[config.mk]
export PLATFORM = sky130hd
export DESIGN_NAME = rgf_writeback
export DESIGN_NICKNAME = d
export VERILOG_FILES = /design/src/rtl/rgf_writeback.sv
export SDC_FILE = /design/constraint.sdc
export NUM_CORES = 1
export LEC_CHECK = 0
export CAP_MARGIN = 40
export CORE_AREA = 8 8 164 166
export DETAILED_ROUTE_END_ITERATION = 12
export DIE_AREA = 0 0 172 174
export PLACE_DENSITY = 0.66
export SLEW_MARGIN = 20
export SYNTH_ARGS = -nofsm -noshare
export SYNTH_HDL_FRONTEND = slang
export SYNTH_SLANG_ARGS = --single-unit
[constraint.sdc]
create_clock -name clk -period 2.2 [get_ports clk]
set_input_delay 0.44 -clock clk [delete_from_list [all_inputs] [get_ports clk]]
set_output_delay 0.44 -clock clk [all_outputs]
set_load 0.01 [all_outputs]
[src/rtl/rgf_writeback.sv]
// Register-file write port arbiter: merges 1-cycle ALU results with FIFO-buffered long-latency
// results into one registered write per cycle, and tracks long-op destinations in a busy bitmap.
module rgf_writeback #(
    parameter int XLEN       = 32,
    parameter int DEPTH      = 4,
    parameter int STARVE_MAX = 4
) (
    input  logic            clk,
    input  logic            rst,
    input  logic            alu_valid,
    output logic            alu_ready,
    input  logic [4:0]      alu_rd,
    input  logic [XLEN-1:0] alu_data,
    input  logic            mem_valid,
    output logic            mem_ready,
    input  logic [4:0]      mem_rd,
    input  logic [XLEN-1:0] mem_data,
    input  logic            iss_valid,
    input  logic [4:0]      iss_rd,
    output logic [31:0]     busy,
    output logic            we,
    output logic [4:0]      wn,
    output logic [XLEN-1:0] wdata
);
    localparam int AW = (DEPTH > 1) ? $clog2(DEPTH) : 1;
    localparam int CW = (STARVE_MAX > 1) ? $clog2(STARVE_MAX) : 1;

    typedef struct packed {
        logic [4:0]      rd;
        logic [XLEN-1:0] data;
    } ent_t;

    typedef enum logic {ALU_PRI, MEM_PRI} state_t;

    ent_t            fifo_q [DEPTH];
    logic [AW-1:0]   wptr, rptr;
    logic [AW:0]     cnt;
    state_t          state;
    logic [CW-1:0]   starve_cnt;
    logic [31:0]     busy_nxt;
    ent_t            head;
    logic            empty, full, push, pop, alu_win;

    assign empty     = (cnt == '0);
    assign full      = (cnt == (AW+1)'(DEPTH));
    assign mem_ready = !full;
    assign alu_ready = (state == ALU_PRI);
    assign head      = fifo_q[rptr];
    assign push      = mem_valid && mem_ready;
    assign alu_win   = alu_ready && alu_valid;
    // In MEM_PRI the ALU cannot win, so the head drains whenever the FIFO holds anything.
    assign pop       = !empty && !alu_win;

    // Storage needs no reset: only the pointers and count define which entries are live.
    always_ff @(posedge clk) begin
        if (push) fifo_q[wptr] <= '{rd: mem_rd, data: mem_data};
    end

    always_ff @(posedge clk) begin
        if (rst) begin
            wptr <= '0;
            rptr <= '0;
            cnt  <= '0;
        end else begin
            if (push) wptr <= wptr + 1'b1;
            if (pop)  rptr <= rptr + 1'b1;
            case ({push, pop})
                2'b10:   cnt <= cnt + 1'b1;
                2'b01:   cnt <= cnt - 1'b1;
                default: cnt <= cnt;
            endcase
        end
    end

    always_ff @(posedge clk) begin
        if (rst) begin
            state      <= ALU_PRI;
            starve_cnt <= '0;
        end else begin
            case (state)
                ALU_PRI: begin
                    if (alu_valid && !empty) begin
                        if (starve_cnt == CW'(STARVE_MAX-1)) begin
                            state      <= MEM_PRI;
                            starve_cnt <= '0;
                        end else begin
                            starve_cnt <= starve_cnt + 1'b1;
                        end
                    end else begin
                        starve_cnt <= '0;
                    end
                end
                MEM_PRI: begin
                    state      <= ALU_PRI;
                    starve_cnt <= '0;
                end
                default: begin
                    state      <= ALU_PRI;
                    starve_cnt <= '0;
                end
            endcase
        end
    end

    // x0 writes are consumed silently; wn/wdata keep their last real write.
    always_ff @(posedge clk) begin
        if (rst) begin
            we    <= 1'b0;
            wn    <= '0;
            wdata <= '0;
        end else begin
            we <= 1'b0;
            if (alu_win) begin
                if (alu_rd != 5'd0) begin
                    we    <= 1'b1;
                    wn    <= alu_rd;
                    wdata <= alu_data;
                end
            end else if (pop) begin
                if (head.rd != 5'd0) begin
                    we    <= 1'b1;
                    wn    <= head.rd;
                    wdata <= head.data;
                end
            end
        end
    end

    // Set after clear so a same-cycle reissue of the retiring register stays pending.
    always_comb begin
        busy_nxt = busy;
        if (pop && head.rd != 5'd0)      busy_nxt[head.rd] = 1'b0;
        if (iss_valid && iss_rd != 5'd0) busy_nxt[iss_rd]  = 1'b1;
        busy_nxt[0] = 1'b0;
    end

    always_ff @(posedge clk) begin
        if (rst) busy <= '0;
        else     busy <= busy_nxt;
    end
endmodule

==> run_results.csv, run 1 <==
group,metric,value,unit
placement,dp_cells,1095,
timing,hold_violations,0,
routing,drtAntennaViolNets,0,
synth,ys_seq_area_frac,0.6725,
cts,htree_num_levels,1,
routing,routed-via-count,5722,
timing,rsz0062_at_grt,"no",
pwr,total_power,0.01278,W
synth,synth_top_area_frac,0.4927,
pwr,ir_worst_vdd,716.8,uV
global_routing,overflow,0,
layout,final_nets,887,
cts,cts.sinks,229,
global_routing,grt_pass1_vias,5888,
placement,dp_hpwl,15100,um
cts,ctsHoldBuffers,0,
synth,syn_inst,604,
synth,async_reset_ff_frac,0,
synth,synthTopCellsByArea,"edfxtp_1 49%, dfxtp_1 18%, mux4_2 9.2%",
pwr,swShare,0.2786,
layout,final_common_cell,"clkdlybuf4s50_1",
global_routing,use_met1,0.1855,
die,die_y,174,um
die,io-pin-count,156,
timing,period_share,0.9501,
setup_path,worstPathArrival,2.48,ns
synth,synth_edf_count,148,
routing,wl_per_cell,20.25,um
timing,setup_violations,0,
routing,avgViaCountPerCell,4.997,
pwr,switching_power,0.003560,W
global_routing,grt_pass1_wl,34300,um
synth,yosysTopAreaCell,"edfxtp_1",
synth,synth_nets,695,
layout,layout-drive-gt1-share,0.1975,
timing,maxSlewHeadroom,0.5966,
timing,min_period,2.090,ns
global_routing,antenna_found_initial,1,
synth,synth-seq-cells,229,
die,die_x,172,um
global_routing,track_usage,0.1474,
die,coreArea,24530,um2
pwr,power_frac_clock,0.322,
cts,cts_root_buf,"clkbuf_16",
cts,clock_path_buffers,3,
pwr,p_comb_frac,0.256,
setup_path,path_max_fanout,19,
routing,dr.pass1.iters,5,
setup_path,cp.required,2.59,ns
die,num_rows,58,
global_routing,grt_use_met2,0.2507,
routing,drc,0,
synth,yosys_warnings,0,
global_routing,top_usage_layer,"met2",
timing,worstMarginPinSlew,0.6051,ns
placement,place_congestion,0.7776,
timing,clock.fmax,478.4,MHz
synth,synth_cell_type_count,37,
timing,tns,0,ns
die,dieArea,29930,um2
cts,cts_buffers,25,
die,start_util,0.3677,
layout,area_growth_syn_to_layout,34.75,%
pwr,p_per_area,1052,nW/um2
worst_hold_path,hold_path.class,"in -> reg",
cts,path_clk_slew,0.06,ns
layout,diodes,0,
timing,fin_ws,0.1099,ns
pwr,p_leak,4.116,nW
layout,fin_cells,1145,
routing,first_iter_violations,349,
setup_path,cp-start-kind,"flop",
synth,avgSynthCellArea,14.93,um2
setup_path,path_class,"reg -> reg",
layout,layout_common_cells,"152 x clkdlybuf4s50_1, 148 x edfxtp_1, 79 x dfxtp_1",
global_routing,grt_max_degree,53,
placement,pre_cts_slack,-0.3292,ns
synth,syn_area,9020,um2
cts,insertion_delay,0.52,ns
placement,portBuffers,154,
synth,synthFlopType,"edfxtp_1",
layout,final_util,0.4955,
global_routing,grtUsageMet3,0.03584,
setup_path,cp-end-kind,"flop",
routing,wl,23190,um
timing,finClkSkew,0.01312,ns
timing,drv_slew,0,
flow_run,maxCapViolCount,0,
pwr,power.internal,0.009222,W
pwr,power.sequential.fraction,0.422,
outcome,status,"finished clean",
layout,fill_cells,2168,
cts,tritoncts,"done",
-- per-layer routing --
layer,wire [um],vias up
met1,9724,2835
met2,11600,168
li1,-,2691
met4,307,2
met5,13,-
met3,1540,26
-- through the flow --
| stage | cell area [um2] | hold WS [ns] |
|---|---|---|
| after global placement | 11280 | 0.4094 |
| after global routing | 12150 | 0.4021 |
| after detailed placement | 11280 | 0.4220 |
| after floorplan | 9020 | 0.3984 |
| after CTS | 12110 | 0.3846 |
| final | 12150 | 0.4219 |
-- critical path, stage by stage (launching register included) --
cell      delay, ns
dfxtp_4        0.43
mux4_2         0.56
nor3_4         0.29
nand3_4        0.17
buf_4          0.26
a21oi_1        0.18
a211oi_2       0.06
-- cell usage after synthesis (2+ instances only) --
master    instances
clkbuf_1         20
nor4_1            2
nor2b_1           7
xor2_1            3
nand2_1          43
buf_6             4
and2_1            3
edfxtp_1        148
xnor2_1           2
nand2b_1          6
a21oi_1          68
buf_2             7
a211oi_1         17
nor2_1           19
nand3_1           3
o21ai_0          34
nor3_1            3
dfxtp_1          81
a211oi_2         20
ha_1              6
mux2i_1          37
mux4_2           37
nand3b_1          3
buf_1             5
and3_1            4
inv_1            10
buf_4             2
-- cells by family (layout without fill, tap and decap cells) --
| family | after synthesis | in the layout | synth area share |
|---|---|---|---|
| DFF | 229 | 229 | 0.6725 |
| buffers and inverters | 48 | 257 | 0.02511 |
| other | 1 | 1 | 0.0004157 |
| xor gates and xnor gates | 5 | 5 | 0.004856 |
| and+or+nand+nor | 100 | 102 | 0.05368 |
| adders and majority gates | 7 | 7 | 0.01054 |
| AOI/OAI and AO/OA | 140 | 140 | 0.09946 |
| muxes | 74 | 74 | 0.1334 |
-- power by group through the flow --
stage / combinational, W / sequential, W / clock, W
floorplan: 0.00185 / 0.00547 / 0
global placement: 0.00319 / 0.00548 / 0
detailed placement: 0.00323 / 0.00549 / 0
CTS: 0.00324 / 0.00541 / 0.00423
global route: 0.00353 / 0.00544 / 0.00441
finish: 0.00327 / 0.00539 / 0.00412
-- path summary, 6_finish.rpt --
kind | from | endpoint | cells past startpoint | slack (ns)
max | flop | wdata[9]$_SDFFE_PP0P_ | 6 | 0.11
min reg2reg | starve_cnt[0]$_SDFF_PP0_ | starve_cnt[0]$_SDFF_PP0_ | 1 | 0.42
max reg2reg | flop | wdata[9]$_SDFFE_PP0P_ | 6 | 0.11
min | rst | flop | 2 | 0.42
-- layout make-up --
| class | instances | area [um2] | share of cell area |
|---|---|---|---|
| Sequential cell | 229 | 6071 | 0.4995 |
| Multi-Input combinational cell | 329 | 2789 | 0.2295 |
| Timing Repair Buffer | 201 | 2019 | 0.1662 |
| Clock buffer | 33 | 675.6 | 0.05559 |
| Tap cell | 330 | 412.9 | 0.03397 |
| Clock inverter | 13 | 148.9 | 0.01225 |
| Inverter | 10 | 37.54 | 0.003088 |
-- sequential cells by signal, indices dropped and copies added, names as in the netlist, named ones only --
name / cells
starve_cnt: 2
wn: 5
cnt: 3
state: 1
fifo_q: 148
we: 1
wptr: 2
wdata: 32
busy: 31
rptr: 2
-- repair_timing --
item | 4_1_cts | 5_1_grt
gates cloned | 0 | 2
pin swaps | 0 | 1
setup buffers | 0 | 2
setup endpoints to repair | 19 | 39
resized for setup | 2 | 6
Power figures use the tool's default switching activity.
==> inputs of run 2 (changes only) <==
- CAP_MARGIN: 40 -> default
==> results of run 2 <==
No change in the layout: final DEF, timing and power equal those of run 1.
==> inputs of run 3 (changes only) <==
- CAP_MARGIN: default -> 30
==> results of run 3 <==
No change in the layout: final DEF, timing and power equal those of run 1.
